<file path="config.mk">
export PLATFORM = sky130hd
export DESIGN_NAME = cmd_frame_rx_flat
export DESIGN_NICKNAME = d
export VERILOG_FILES = /design/src/rtl/cmd_frame_rx_if.sv /design/src/rtl/cmd_frame_rx.sv /design/src/flat_wrapper.sv
export SDC_FILE = /design/constraint.sdc
export NUM_CORES = 1
export LEC_CHECK = 0
export BUFFER_PORTS_ARGS = -buffer_cell sky130_fd_sc_hd__clkbuf_2
export CORE_MARGIN = 2
export CORE_UTILIZATION = 43
export DETAILED_ROUTE_END_ITERATION = 10
export PLACE_DENSITY_LB_ADDON = 0.12
export SYNTH_ARGS = -nofsm -noshare
export SYNTH_HDL_FRONTEND = slang
export SYNTH_SLANG_ARGS = --single-unit
</file>
<file path="constraint.sdc">
create_clock -name clk -period 5 [get_ports clk]
set_clock_uncertainty 0.1 [all_clocks]
set_input_delay 0.5 -clock clk [delete_from_list [all_inputs] [get_ports clk]]
set_output_delay 0.5 -clock clk [all_outputs]
set_load 0.05 [all_outputs]
</file>
<file path="src/rtl/cmd_frame_rx_if.sv">
// cmd_frame_rx_if
//   Output bundle of the command frame receiver.
//   Handshake: command_rx_ready is a one-clk valid strobe with no ready/backpressure path;
//   command_rx/data_field_rx are valid in that clk and hold until the next good frame, so
//   the consumer must capture on the strobe. rx_err, frame_err and timeout_err are one-clk
//   event strobes, mutually exclusive with each other and with command_rx_ready.
//   dbg_bit_state / dbg_frame_state expose the two FSM state registers.
// Modports
//   master : the receiver (drives everything)
//   slave  : the consumer / checker
interface cmd_frame_rx_if;
  logic        command_rx_ready;
  logic [7:0]  command_rx;
  logic [31:0] data_field_rx;
  logic        rx_err;
  logic        frame_err;
  logic        timeout_err;
  logic [1:0]  dbg_bit_state;
  logic [2:0]  dbg_frame_state;

  modport master (
    output command_rx_ready, command_rx, data_field_rx,
    output rx_err, frame_err, timeout_err,
    output dbg_bit_state, dbg_frame_state
  );

  modport slave (
    input command_rx_ready, command_rx, data_field_rx,
    input rx_err, frame_err, timeout_err,
    input dbg_bit_state, dbg_frame_state
  );
endinterface

</file>
<file path="src/rtl/cmd_frame_rx.sv">
// cmd_frame_rx
//   Receive-side command frame decoder for the RS422 command link. Oversamples uart_ro on
//   uart_tick, deserialises 8N1 bytes LSB first, and assembles 7-byte frames
//   (HEADER, cmd, d[31:24], d[23:16], d[15:8], d[7:0], chk). chk is the 8-bit wrapping sum of
//   cmd and the four data bytes. Good frames are presented with a one-clk ready strobe.
// Ports
//   clk        system clock
//   rst_n      synchronous active-low reset
//   uart_tick  one-clk sampling enable; all bit logic advances only on ticks
//   uart_ro    asynchronous serial line, idle high
//   rx_if      cmd_frame_rx_if.master: ready strobe, command/data, error strobes, FSM state
// Build option
//   CMD_RX_TIMEOUT_EN: enables the inter-byte timeout (TIMEOUT_TICKS uart_tick pulses while a
//   frame is partially received). Without it timeout_err is constant 0.
module cmd_frame_rx #(
  parameter int          OVERSAMPLE    = 16,
  parameter logic [7:0]  HEADER        = 8'hEB,
  parameter int          TIMEOUT_TICKS = 4096
) (
  input  logic      clk,
  input  logic      rst_n,
  input  logic      uart_tick,
  input  logic      uart_ro,
  cmd_frame_rx_if.master rx_if
);

  if (OVERSAMPLE < 4 || (OVERSAMPLE % 2) != 0 || TIMEOUT_TICKS < 1) begin : g_param_check
    $error("cmd_frame_rx: OVERSAMPLE must be even and >= 4, TIMEOUT_TICKS >= 1");
  end

  localparam int CW = $clog2(OVERSAMPLE);
  localparam logic [CW-1:0] FULL_LAST = CW'(OVERSAMPLE - 1);
  localparam logic [CW-1:0] HALF_LAST = CW'(OVERSAMPLE / 2 - 1);

  localparam logic [1:0] B_IDLE  = 2'd0;
  localparam logic [1:0] B_START = 2'd1;
  localparam logic [1:0] B_DATA  = 2'd2;
  localparam logic [1:0] B_STOP  = 2'd3;

  localparam logic [2:0] F_HUNT = 3'd0;
  localparam logic [2:0] F_CMD  = 3'd1;
  localparam logic [2:0] F_D3   = 3'd2;
  localparam logic [2:0] F_D2   = 3'd3;
  localparam logic [2:0] F_D1   = 3'd4;
  localparam logic [2:0] F_D0   = 3'd5;
  localparam logic [2:0] F_CHK  = 3'd6;

  logic          sync1_q, sync2_q;
  logic [1:0]    bit_state_q, bit_state_d;
  logic [CW-1:0] tick_cnt_q, tick_cnt_d;
  logic [2:0]    bit_cnt_q, bit_cnt_d;
  logic [7:0]    shift_q, shift_d;
  logic          byte_valid, stop_err;

  logic [2:0]    frame_state_q, frame_state_d;
  logic [7:0]    cmd_buf_q, cmd_buf_d;
  logic [31:0]   data_buf_q, data_buf_d;
  logic [7:0]    sum_q, sum_d;
  logic [7:0]    command_rx_q, command_rx_d;
  logic [31:0]   data_field_rx_q, data_field_rx_d;
  logic          ready_q, ready_d;
  logic          rx_err_q, rx_err_d;
  logic          frame_err_q, frame_err_d;
  logic          timeout_hit;

  // Bit FSM. byte_valid/stop_err are combinational on the stop-sample clk so the frame FSM
  // registers its result on that same edge: ready appears 1 clk after the stop sample.
  always_comb begin
    bit_state_d = bit_state_q;
    tick_cnt_d  = tick_cnt_q;
    bit_cnt_d   = bit_cnt_q;
    shift_d     = shift_q;
    byte_valid  = 1'b0;
    stop_err    = 1'b0;
    if (uart_tick) begin
      case (bit_state_q)
        B_IDLE: begin
          if (!sync2_q) begin
            bit_state_d = B_START;
            tick_cnt_d  = '0;
          end
        end
        B_START: begin
          if (tick_cnt_q == HALF_LAST) begin
            tick_cnt_d  = '0;
            bit_cnt_d   = '0;
            // A line that is high again at mid start bit was a glitch.
            bit_state_d = sync2_q ? B_IDLE : B_DATA;
          end else begin
            tick_cnt_d = tick_cnt_q + 1'b1;
          end
        end
        B_DATA: begin
          if (tick_cnt_q == FULL_LAST) begin
            tick_cnt_d = '0;
            shift_d    = {sync2_q, shift_q[7:1]};
            bit_cnt_d  = bit_cnt_q + 3'd1;
            if (bit_cnt_q == 3'd7) bit_state_d = B_STOP;
          end else begin
            tick_cnt_d = tick_cnt_q + 1'b1;
          end
        end
        default: begin  // B_STOP
          if (tick_cnt_q == FULL_LAST) begin
            tick_cnt_d  = '0;
            bit_state_d = B_IDLE;
            if (sync2_q) byte_valid = 1'b1;
            else         stop_err   = 1'b1;
          end else begin
            tick_cnt_d = tick_cnt_q + 1'b1;
          end
        end
      endcase
    end
  end

`ifdef CMD_RX_TIMEOUT_EN
  localparam int TW = $clog2(TIMEOUT_TICKS + 1);
  localparam logic [TW-1:0] TO_LAST = TW'(TIMEOUT_TICKS - 1);
  logic [TW-1:0] to_cnt_q, to_cnt_d;
  logic          timeout_err_q;

  // A byte completing in the timeout clk clears the counter and suppresses the timeout.
  always_comb begin
    to_cnt_d    = to_cnt_q;
    timeout_hit = 1'b0;
    if (byte_valid || frame_state_q == F_HUNT) begin
      to_cnt_d = '0;
    end else if (uart_tick) begin
      if (to_cnt_q == TO_LAST) begin
        timeout_hit = 1'b1;
        to_cnt_d    = '0;
      end else begin
        to_cnt_d = to_cnt_q + 1'b1;
      end
    end
  end

  always_ff @(posedge clk) begin
    if (!rst_n) begin
      to_cnt_q      <= '0;
      timeout_err_q <= 1'b0;
    end else begin
      to_cnt_q      <= to_cnt_d;
      timeout_err_q <= timeout_hit && !stop_err;
    end
  end

  assign rx_if.timeout_err = timeout_err_q;
`else
  assign timeout_hit       = 1'b0;
  assign rx_if.timeout_err = 1'b0;
`endif

  // Frame FSM, advancing on byte_valid; stop errors and timeouts drop the partial frame.
  always_comb begin
    frame_state_d   = frame_state_q;
    cmd_buf_d       = cmd_buf_q;
    data_buf_d      = data_buf_q;
    sum_d           = sum_q;
    command_rx_d    = command_rx_q;
    data_field_rx_d = data_field_rx_q;
    ready_d         = 1'b0;
    rx_err_d        = 1'b0;
    frame_err_d     = 1'b0;
    if (stop_err) begin
      frame_err_d   = 1'b1;
      frame_state_d = F_HUNT;
    end else if (byte_valid) begin
      case (frame_state_q)
        F_HUNT: if (shift_q == HEADER) frame_state_d = F_CMD;
        F_CMD: begin
          cmd_buf_d     = shift_q;
          sum_d         = shift_q;
          frame_state_d = F_D3;
        end
        F_D3: begin
          data_buf_d[31:24] = shift_q;
          sum_d             = sum_q + shift_q;
          frame_state_d     = F_D2;
        end
        F_D2: begin
          data_buf_d[23:16] = shift_q;
          sum_d             = sum_q + shift_q;
          frame_state_d     = F_D1;
        end
        F_D1: begin
          data_buf_d[15:8] = shift_q;
          sum_d            = sum_q + shift_q;
          frame_state_d    = F_D0;
        end
        F_D0: begin
          data_buf_d[7:0] = shift_q;
          sum_d           = sum_q + shift_q;
          frame_state_d   = F_CHK;
        end
        F_CHK: begin
          if (shift_q == sum_q) begin
            command_rx_d    = cmd_buf_q;
            data_field_rx_d = data_buf_q;
            ready_d         = 1'b1;
          end else begin
            rx_err_d = 1'b1;
          end
          frame_state_d = F_HUNT;
        end
        default: frame_state_d = F_HUNT;
      endcase
    end else if (timeout_hit) begin
      frame_state_d = F_HUNT;
    end
  end

  always_ff @(posedge clk) begin
    if (!rst_n) begin
      sync1_q         <= 1'b1;
      sync2_q         <= 1'b1;
      bit_state_q     <= B_IDLE;
      tick_cnt_q      <= '0;
      bit_cnt_q       <= '0;
      shift_q         <= '0;
      frame_state_q   <= F_HUNT;
      cmd_buf_q       <= '0;
      data_buf_q      <= '0;
      sum_q           <= '0;
      command_rx_q    <= '0;
      data_field_rx_q <= '0;
      ready_q         <= 1'b0;
      rx_err_q        <= 1'b0;
      frame_err_q     <= 1'b0;
    end else begin
      sync1_q         <= uart_ro;
      sync2_q         <= sync1_q;
      bit_state_q     <= bit_state_d;
      tick_cnt_q      <= tick_cnt_d;
      bit_cnt_q       <= bit_cnt_d;
      shift_q         <= shift_d;
      frame_state_q   <= frame_state_d;
      cmd_buf_q       <= cmd_buf_d;
      data_buf_q      <= data_buf_d;
      sum_q           <= sum_d;
      command_rx_q    <= command_rx_d;
      data_field_rx_q <= data_field_rx_d;
      ready_q         <= ready_d;
      rx_err_q        <= rx_err_d;
      frame_err_q     <= frame_err_d;
    end
  end

  assign rx_if.command_rx_ready = ready_q;
  assign rx_if.command_rx       = command_rx_q;
  assign rx_if.data_field_rx    = data_field_rx_q;
  assign rx_if.rx_err           = rx_err_q;
  assign rx_if.frame_err        = frame_err_q;
  assign rx_if.dbg_bit_state    = bit_state_q;
  assign rx_if.dbg_frame_state  = frame_state_q;

endmodule
</file>
<file path="src/flat_wrapper.sv">
// flat-port wrapper written by rule: the top's interface ports become plain ports
module cmd_frame_rx_flat 
#(
  parameter int          OVERSAMPLE    = 16,
  parameter logic [7:0]  HEADER        = 8'hEB,
  parameter int          TIMEOUT_TICKS = 4096
)
  (clk, rst_n, uart_tick, uart_ro, rx_if_command_rx_ready, rx_if_command_rx, rx_if_data_field_rx, rx_if_rx_err, rx_if_frame_err, rx_if_timeout_err, rx_if_dbg_bit_state, rx_if_dbg_frame_state);
  cmd_frame_rx_if rx_if_i ();
  input  logic clk;
  input  logic rst_n;
  input  logic uart_tick;
  input  logic uart_ro;
  output wire logic [$bits(rx_if_i.command_rx_ready)-1:0] rx_if_command_rx_ready;
  output wire logic [$bits(rx_if_i.command_rx)-1:0] rx_if_command_rx;
  output wire logic [$bits(rx_if_i.data_field_rx)-1:0] rx_if_data_field_rx;
  output wire logic [$bits(rx_if_i.rx_err)-1:0] rx_if_rx_err;
  output wire logic [$bits(rx_if_i.frame_err)-1:0] rx_if_frame_err;
  output wire logic [$bits(rx_if_i.timeout_err)-1:0] rx_if_timeout_err;
  output wire logic [$bits(rx_if_i.dbg_bit_state)-1:0] rx_if_dbg_bit_state;
  output wire logic [$bits(rx_if_i.dbg_frame_state)-1:0] rx_if_dbg_frame_state;
  assign rx_if_command_rx_ready = rx_if_i.command_rx_ready;
  assign rx_if_command_rx = rx_if_i.command_rx;
  assign rx_if_data_field_rx = rx_if_i.data_field_rx;
  assign rx_if_rx_err = rx_if_i.rx_err;
  assign rx_if_frame_err = rx_if_i.frame_err;
  assign rx_if_timeout_err = rx_if_i.timeout_err;
  assign rx_if_dbg_bit_state = rx_if_i.dbg_bit_state;
  assign rx_if_dbg_frame_state = rx_if_i.dbg_frame_state;
  cmd_frame_rx #(.OVERSAMPLE(OVERSAMPLE), .HEADER(HEADER), .TIMEOUT_TICKS(TIMEOUT_TICKS)) u_core (.clk(clk), .rst_n(rst_n), .uart_tick(uart_tick), .uart_ro(uart_ro), .rx_if(rx_if_i));
endmodule
</file>
==> impl_metrics.ini, run 1 <==
[grt]
grt_max_degree = 117
grt_pass1_wl_mm = 17.6
track_usage_pct = 17.4
first_global_vias = 3421
grt-ovfl-total = 0
antenna_found_initial = 0

[worst_setup_path]
critPathArrivalTime_ns = 3.02
reg2regPathDepth = 7
cp_num_buf_inv = 1
cp.required_ns = 5.20
critPathKind = reg -> reg
worstReg2RegEnd = u_core.rx_if.data_field_rx[21]
crit_family = simple AND/OR/NAND/NOR gates
cp-start-kind = flop
critPathMaxStageDelay_ns = 0.61
cp.depth = 7
crit_chain = ha_1 > nor4_2 > nand3_2 > nor3_4 > buf_4 > mux2i_1 > nor2b_1
crit_fanout = 40
endpoint_kind = flop
worstReg2RegStart = u_core.shift_q[3]
cpMaxStageDelayCell = dfxtp_1
r2r_slack_ns = 2.18

[routing]
avgRoutedWirePerCell_um = 15.3
via_per_inst = 5.03
routed_wirelength_mm = 10.5
drc = 1
drt_iter0_drc = 109
drtAntennaViolNets = 0
num_vias = 3477
first_pass_iters = 7

[power]
sw_frac_of_total_pct = 20.3
ir_worst_vdd_mv = 0.274
power_density_mw_per_mm2 = 359
seqPwrFrac_pct = 42.3
p_clk_share_pct = 55.7
finalPower_mw = 2.14
p_comb_share_pct = 1.9
p_int_mw = 1.70
leakage_nw = 2.30
power_switching_mw = 0.434

[placement]
gp_congestion = 0.825
dp_hpwl_mm = 6.69
numPortBuffers = 51

[clocking]
cts-buffers-inserted = 17
cts_root_buf = clkbuf_16
ctsHoldBuffers = 0
clk_pin_slew_ns = 0.05
clockBufferDepth = 2
post-cts-setup-buffers = 0
post_cts_resized = 0
cts_tree = built
cts.sink_count = 113
htreeDepth = 4
clock_latency_ns = 0.41

[synthesis]
syn_inst = 498
synth_top_area_cell = dfxtp_1
synth_edf_count = 0
synthArstFlopShare_pct = 0
yosysWarnings = 0
ys.flop_type = dfxtp_1
synthDistinctLibCells = 58
synth_fp_nets = 517
synth_top_cell_area_share_pct = 44.3
synthTopCellsByArea = dfxtp_1 (44%), mux2i_1 (18%), nor2b_1 (12%), ha_1 (3.4%), clkbuf_1 (1.6%)
syn_area_mm2 = 0.00511
yosysSeqAreaShare_pct = 44.3
synth.avg_cell_area_um2 = 10.3
ys_ff_latch = 113

[outcome]
violations = DRC
outcome = finished, violations left

[floorplan]
initial_core_util_pct = 44.4
row_count = 39
die_area_mm2 = 0.0128
die_y_um = 113
fp.dieW_um = 113
pin_count = 53
fp.coreArea_mm2 = 0.0115

[sta]
setup-tns-final_ns = 0
rsz0062_at_grt = false
fmax_ghz = 0.355
worst_pin_slew_ns = 0.929
maxSlewHeadroom_pct = 37.6
min_period_over_period_pct = 56.4
layout_min_cycle_time_ns = 2.82
maxSlewViolCount = 0
setup_viol = 0
hold_viol_final = 0

[finish]
final_cell_mix = dfxtp_1 (113), nor2b_1 (95), mux2i_1 (90)
multi_input_comb_area_mm2 = 0.00263
mostFrequentLayoutCell = dfxtp_1
final_nets = 554
n_fill_cell = 1064
regArea_mm2 = 0.00226
drive_gt1_share_pct = 17.3
syn_to_final_growth_pct = 16.5
antenna_cells = 0

[min_path]
hold_depth = 2
hp-class = in -> reg
hold_path_startpoint = uart_ro
holdPathEnd = u_core.sync1_q

[job]
cap_violations = 0
cells by family after synthesis:
logic type / count (synthesis) / share of synthesized area, %
compound gates: 48 / 6.07
xor+xnor: 6 / 1.03
mux: 91 / 17.8
simple gates: 182 / 22.5
other cells: 1 / 0.0734
flops: 113 / 44.3
fa+ha+maj: 15 / 3.82
buf+inv: 42 / 4.38
worst max-delay path by stage:
| stage | from | endpoint | slack [ns] |
|---|---|---|---|
| 6_report | u_core.shift_q[3] | u_core.rx_if.data_field_rx[21] | 2.18 |
| 5_1_grt | u_core.shift_q[5] | u_core.rx_if.data_field_rx[21] | 2.00 |
| 4_1_cts | u_core.shift_q[3] | u_core.rx_if.data_field_rx[10] | 2.14 |
| 3_5_place_dp | u_core.shift_q[3] | u_core.rx_if.data_field_rx[30] | 2.17 |
| 3_3_place_gp | u_core.shift_q[5] | u_core.rx_if.data_field_rx[16] | 2.19 |
| 2_1_floorplan | u_core.rx_if.dbg_bit_state[1] | u_core.data_buf_q[16] | 2.73 |
metrics by stage:
step	hold slack, ns	setup slack [ns]	std cells	cell area [um2]	util (%)
2_1_floorplan	0.286	2.73	498	5110	-
3_3_place_gp	0.302	2.19	659	5360	46.6
3_5_place_dp	0.301	2.17	659	5360	46.6
4_1_cts	0.164	2.14	691	5960	51.7
5_1_grt	0.183	2.00	691	5960	51.7
6_report	0.172	2.18	691	5960	51.7
metal layers:
layer  global-route usage, %  part of all wire, %  vias to the layer above
li1                        -                    -                     1803
met1                    23.4                   51                     1607
met2                    26.5                   45                       54
met3                    5.14                  3.4                       13
met4                    6.50                  1.3                        0
met5                       0                    0                        -
area by class of cell:
class | instances | area share [%]
Multi-Input combinational cell | 343 | 44.1
Sequential cell | 113 | 38.0
Clock buffer | 23 | 8.19
Timing Repair Buffer | 53 | 4.54
Tap cell | 143 | 3.00
Clock inverter | 9 | 1.76
Inverter | 7 | 0.441
registers in the layout, indices dropped and copies added (netlist names), 4 cells and up:
register                    flops
u_core.rx_if.command_rx         8
u_core.rx_if.data_field_rx     32
u_core.tick_cnt_q               4
u_core.cmd_buf_q                8
u_core.data_buf_q              32
u_core.shift_q                  8
u_core.sum_q                    8
Yosys cell counts (2+ instances only):
| library cell | count |
|---|---|
| nand4b_1 | 4 |
| ha_1 | 14 |
| a21oi_1 | 12 |
| buf_4 | 4 |
| clkbuf_1 | 22 |
| nand3_1 | 9 |
| o211a_1 | 2 |
| buf_8 | 4 |
| o21ai_0 | 13 |
| dfxtp_1 | 113 |
| xnor2_1 | 3 |
| buf_2 | 5 |
| nor3b_1 | 2 |
| nand4_1 | 8 |
| mux2i_1 | 90 |
| nand2b_1 | 7 |
| or3_1 | 2 |
| and2_1 | 3 |
| o21a_1 | 2 |
| a31oi_1 | 3 |
| nor2b_1 | 95 |
| nand2_1 | 21 |
| nor3_1 | 5 |
| nor2_1 | 8 |
| nor3_4 | 2 |
| a211oi_1 | 2 |
| a21boi_0 | 4 |
| inv_1 | 7 |
| xor2_1 | 3 |
worst reg2reg max path, cell delays in order (launching register included):
cell	delay [ns]
dfxtp_1	0.61
ha_1	0.40
nor4_2	0.33
nand3_2	0.15
nor3_4	0.17
buf_4	0.58
mux2i_1	0.31
nor2b_1	0.06
power by group through the flow:
stage / registers, mW / logic, mW / clock network [mW]
4_1_cts: 0.904 / 0.0415 / 1.22
5_1_grt: 0.904 / 0.0455 / 1.26
6_report: 0.905 / 0.0413 / 1.19
3_3_place_gp: 0.923 / 0.0412 / 0
3_5_place_dp: 0.923 / 0.0411 / 0
2_1_floorplan: 0.925 / 0.0320 / 0
Power figures use the tool's default switching activity.
==> inputs of run 2 (changes only) <==
Settings changed: ABC_AREA from default to 1.
Clock period 5 ns to 2.6 ns, I/O delays scaled along.
==> run 2 against run 1 <==
  * First-iteration DRC count rose to 2.8 times the previous value
  * The flow now finishes without violations
  * Critical path depth grew 2
  * Sequential power rose by 92%
  * Highest routed layer unchanged
  * Worst hold slack got worse by 0.094 ns
  * Clock power grew 120%
  * Die area down 4.3%
  * Non-clock buffer count grew 15
  * Critical path type unchanged
  * Worst setup slack worse by 1.7 ns
  * Largest power group unchanged
==> impl_metrics.ini, run 2 <==
[synthesis]
syn_inst = 669
synth.most_common_cell = nand2_1
muxShareOfSynthArea_pct = 0
synth_compound_area_share_pct = 13.2
synth_edf_count = 0
synth.avg_cell_area_um2 = 7.30
synth_fp_nets = 688
synth_top_area_cell = dfxtp_1
syn_area_mm2 = 0.00488
ys.flop_type = dfxtp_1
synth_adder_area_share_pct = 4.00
netlist_top_cells_count = nand2_1 (143), dfxtp_1 (113), nor2_1 (106)
yosys.area_share.simple_pct = 25.9
yosys.area_share.xor_xnor_pct = 0.538
yosysWarnings = 0
synthTopCellsByArea = dfxtp_1 (46%), nand2_1 (11%), nor2_1 (8.2%), a21oi_1 (7.1%), inv_1 (5.5%)
synth_top_cell_area_share_pct = 46.3
yosysSeqAreaShare_pct = 46.3
synthDistinctLibCells = 30
ys_ff_latch = 113
synthArstFlopShare_pct = 0
synth_top_family_by_area = simple AND/OR/NAND/NOR gates

[routing]
via_per_inst = 4.82
avgRoutedWirePerCell_um = 12.7
wl_met2_mm = 5.23
highest_layer = met4
met1_length_mm = 5.28
num_vias = 4220
drtAntennaViolNets = 0
drt_iter0_drc = 302
route.met3.wl_um = 440
routed_wirelength_mm = 11.1
drc = 0
first_pass_iters = 4

[min_path]
holdPathEnd = u_core.rx_if.frame_err
hp-class = in -> reg
hold_depth = 3
hold_path_startpoint = uart_tick

[floorplan]
fp.dieW_um = 111
die_y_um = 111
pin_count = 53
initial_core_util_pct = 44.6
fp.coreArea_mm2 = 0.0109
die_area_mm2 = 0.0122
row_count = 38

[worst_setup_path]
cp.required_ns = 2.80
reg2regPathDepth = 9
critPathArrivalTime_ns = 2.36
worstReg2RegEnd = u_core.rx_if.data_field_rx[23]
crit_fanout = 80
cp-start-kind = flop
worstReg2RegStart = u_core.tick_cnt_q[0]
r2r_slack_ns = 0.44
critPathKind = reg -> reg
endpoint_kind = flop

[finish]
regArea_mm2 = 0.00226
multi_input_comb_area_mm2 = 0.00213
final_cell_mix = nand2_1 (143), dfxtp_1 (113), nor2_1 (106)
antenna_cells = 0
n_fill_cell = 1071
final_nets = 742
syn_to_final_growth_pct = 21.5
drive_gt1_share_pct = 15.5
final_core_util_pct = 54.2
mostFrequentLayoutCell = nand2_1

[sta]
setup_viol = 0
hold_viol_final = 0
setup-tns-final_ns = 0
min_period_over_period_pct = 83.0
layout_min_cycle_time_ns = 2.16
maxSlewHeadroom_pct = 62.8
rsz0062_at_grt = false
maxSlewViolCount = 0
fmax_ghz = 0.464
worst_pin_slew_ns = 0.557

[clocking]
cts_tree = built
cts-buffers-inserted = 17
cts_root_buf = clkbuf_16
cts.sink_count = 113
htreeDepth = 4
clk_pin_slew_ns = 0.05
post-cts-setup-buffers = 0
clock_latency_ns = 0.41
clockBufferDepth = 2

[power]
leakage_nw = 2.53
power_density_mw_per_mm2 = 745
ir_worst_vdd_mv = 0.415

[grt]
grt-ovfl-total = 0
antenna_found_initial = 0
grt_pass1_wl_mm = 18.8
track_usage_pct = 18.9
first_global_vias = 3887
grt_max_degree = 81

[placement]
numPortBuffers = 51
dp_hpwl_mm = 7.30
gp_congestion = 0.863

[job]
cap_violations = 0

[outcome]
outcome = finished clean
[run 2: changes by cell type in the layout (fill, tap and decap cells not counted), sizes merged, moves of 4 or more]
cell	change
a21oi	+57
a21boi	-4
or2	+5
nor2b	-95
buf	+14
mux2i	-90
nand4b	-4
o21ai	+45
inv	+68
nand3	+12
nand2	+122
nand2b	-7
nor2	+99
[run 2: cell families (layout without fill, tap and decap cells)]
family                     Yosys count  in the layout
xor gates and xnor gates             3              3
buffers and inverters              108            175
adders and majority gates           15             15
DFF                                113            113
and+or+nand+nor                    301            301
other                                1              1
AOI/OAI and AO/OA                  128            128
[run 2: worst max-delay path: stages, from the launching register on]
cell	delay, ns
dfxtp_1	0.38
ha_1	0.26
nand3_4	0.13
nor2_4	0.23
nand2_2	0.12
nor3_4	0.23
buf_12	0.29
nand2_1	0.11
nand2_1	0.08
nor2_1	0.04
[run 2: area by class of cell]
| class | count | area share (%) |
|---|---|---|
| Inverter | 75 | 4.75 |
| Tap cell | 140 | 2.95 |
| Timing Repair Buffer | 68 | 6.92 |
| Sequential cell | 113 | 38.1 |
| Clock buffer | 24 | 8.80 |
| Multi-Input combinational cell | 448 | 36.0 |
| Clock inverter | 8 | 2.47 |
[run 2: repair_timing]
item | CTS | global route
endpoints found under the hold margin | 1 | 0
hold buffers | 1 | 0
gates resized for setup | 0 | 0
[run 2: through the flow]
stage	instance area (um2)	worst slack (ns)	instances	hold WS, ns	power (mW)
after floorplan	4880	0.425	669	0.267	1.85
after global placement	5250	0.496	843	0.300	1.87
after detailed placement	5250	0.481	843	0.300	1.87
after CTS	5930	0.469	876	0.0550	4.46
after global routing	5930	0.268	876	0.101	4.57
final	5930	0.443	876	0.0778	4.42
[run 2: report_power, final]
| group | leakage [nW] | internal [mW] | switching, mW |
|---|---|---|---|
| Clock | 0.328 | 1.78 | 0.796 |
| Combinational | 1.29 | 0.0311 | 0.0684 |
| Sequential | 0.910 | 1.74 | 0.00306 |
[run 2: how the worst max path moves through the flow]
stage,startpoint,to,slack (ns)
floorplan,u_core.rx_if.dbg_bit_state[1],u_core.rx_if.command_rx[1],0.43
global placement,u_core.shift_q[6],u_core.rx_if.command_rx[7],0.50
detailed placement,u_core.tick_cnt_q[0],u_core.rx_if.command_rx[7],0.48
CTS,u_core.tick_cnt_q[0],u_core.rx_if.command_rx[7],0.47
global route,u_core.tick_cnt_q[0],u_core.rx_if.data_field_rx[7],0.27
finish,u_core.tick_cnt_q[0],u_core.rx_if.data_field_rx[23],0.44
[run 2: per-layer routing]
| metal | vias up | track usage [%] |
|---|---|---|
| li1 | 2229 | - |
| met1 | 1886 | 24.0 |
| met2 | 91 | 30.9 |
| met3 | 14 | 4.56 |
| met4 | 0 | 7.83 |
| met5 | - | 0 |
==> inputs of run 3 (changes only) <==
Clock period 2.6 ns to 1.75 ns, I/O delays scaled along.
==> run 3 against run 2 <==
  * Non-clock buffer count increased by 52
  * The run now ends with setup timing left
  * Cell area is 15% higher
  * Critical path depth rose by 2
  * Global-route usage up 1.1 points
  * Via count is 6.3% higher
  * Fmax up 14%
  * Worst hold slack got worse by 0.047 ns
  * Sequential power increased by 48%
==> impl_metrics.ini, run 3 (same netlist as run 2, synthesis figures left out) <==
[worst_setup_path]
crit_fanout = 9
cp-start-kind = flop
crit_chain = ha_4 > inv_2 > nand2_2 > nor3_2 > nand3_2 > nor3_4 > buf_6 > buf_12 > buf_12 > nor2_1 > nor2_1
endpoint_kind = flop
crit_family = simple AND/OR/NAND/NOR gates
critPathArrivalTime_ns = 2.14
critPathKind = reg -> reg
cp_num_buf_inv = 4
cpMaxStageDelayCell = dfxtp_2
critPathMaxStageDelay_ns = 0.33
cp.required_ns = 2.00

[clocking]
cts-buffers-inserted = 17
cts_tree = built
clockBufferDepth = 2
cts_root_buf = clkbuf_16
htreeDepth = 4
clk_pin_slew_ns = 0.05
cts.sink_count = 113
clock_latency_ns = 0.41

[outcome]
outcome = finished, violations left
violations = setup timing

[floorplan]
row_count = 38
die_area_mm2 = 0.0122
initial_core_util_pct = 44.6
die_y_um = 111
pin_count = 53
fp.dieW_um = 111
fp.coreArea_mm2 = 0.0109

[sta]
min_period_over_period_pct = 108
setup_viol = 41
maxSlewHeadroom_pct = 66.5
setup_slack_ns = -0.139
holdWs_ns = 0.0308
maxSlewViolCount = 0
worst_pin_slew_ns = 0.502
fmax_ghz = 0.529
hold_viol_final = 0
layout_min_cycle_time_ns = 1.89
rsz0062_at_grt = true

[power]
p_comb_share_pct = 2.9
power_density_mw_per_mm2 = 876
seqPwrFrac_pct = 43.4
power_switching_mw = 1.23
p_int_mw = 4.72
ir_worst_vdd_mv = 0.571
p_clk_share_pct = 53.6
sw_frac_of_total_pct = 20.7
leakage_nw = 2.84

[grt]
grt_max_degree = 89
track_usage_pct = 20.0
use_met2_pct = 32.2
grt_pass1_wl_mm = 19.7
grt-ovfl-total = 0
first_global_vias = 4191
gr-max-usage-layer = met2
use_met3_pct = 5.49
grtUsageMet1_pct = 25.0
antenna_found_initial = 0

[routing]
drt_iter0_drc = 215
via_per_inst = 4.84
routed_wirelength_mm = 12.3
drc = 0
num_vias = 4484
avgRoutedWirePerCell_um = 13.3
drtAntennaViolNets = 0
first_pass_iters = 4

[finish]
mostFrequentLayoutCell = nand2_1
drive_gt1_share_pct = 31.5
n_fill_cell = 1006
antenna_cells = 0
final_nets = 794
final_cell_mix = nand2_1 (115), dfxtp_1 (98), nor2_1 (86)
syn_to_final_growth_pct = 39.1

[placement]
dp_hpwl_mm = 7.58
dpl_worst_slack_ns = -0.232
numPortBuffers = 51
gp_congestion = 0.835

[job]
cap_violations = 0

[min_path]
hp-class = in -> reg
## run 3: cell types whose count changed in the layout (fill, tap and decap cells not counted), moves of 9 or more
cell	delta
buf_4	+33
nand2_1	-28
nand2_2	+22
nor2_1	-20
dfxtp_1	-15
nor2_2	+15
dfxtp_2	+11
ha_1	-10
ha_4	+9
## run 3: metrics by stage
step	power [mW]	setup TNS [ns]	instance area (um2)	utilization, %	instances
detailed placement	2.80	-8.82	5690	52.0	876
global placement	2.79	-5.51	5690	52.0	876
global route	6.13	-9.29	6790	62.1	927
finish	5.95	-3.75	6790	62.1	927
CTS	6.00	-3.48	6500	59.5	918
floorplan	2.75	-4.14	5000	-	669
## run 3: cell type report
type,count,area [um2],area share [%]
multi-input cells,448,2480,36.5
repair buffers,120,1020,15.0
well taps,140,175,2.58
inverters,75,282,4.15
flip-flops and latches,113,2290,33.7
clock buffers,25,495,7.30
clock inverters,6,55.1,0.811
## run 3: path summary, 6_finish.rpt
check / to / cells past startpoint / start / slack, ns
max: u_core.rx_if.command_rx[6] / 11 / u_core.sum_q[2] / -0.14
max reg2reg: u_core.rx_if.command_rx[6] / 11 / u_core.sum_q[2] / -0.14
min reg2reg: u_core.sync2_q / 1 / u_core.sync1_q / 0.31
min: u_core.rx_if.frame_err / 3 / uart_tick / 0.03
## run 3: what timing repair did
| action | 4_1_cts | 5_1_grt |
|---|---|---|
| gates cloned | 4 | 3 |
| hold buffers | 1 | 0 |
| setup endpoints to repair | 77 | 86 |
| hold endpoints to repair | 1 | 0 |
| gates resized for setup | 32 | 67 |
| pin swaps | 7 | 10 |
| buffers inserted | 6 | 9 |
## run 3: tightest hold or removal path: cells and delay by family
kind | cells | cell delay (ns)
simple gates | 2 | 0.20
buf+inv | 1 | 0.12
## run 3: power groups by stage
stage,combinational (mW),clock (mW),sequential (mW)
floorplan,0.107,0,2.64
global placement,0.159,0,2.63
detailed placement,0.160,0,2.64
CTS,0.163,3.25,2.58
global route,0.196,3.36,2.58
finish,0.175,3.19,2.58
## run 3: metal layers
| layer | share of wire [%] | wire length (um) |
|---|---|---|
| met2 | 48 | 5930 |
| met3 | 4.9 | 599 |
| met4 | 1.7 | 211 |
| met1 | 45 | 5590 |
| met5 | 0 | 0 |
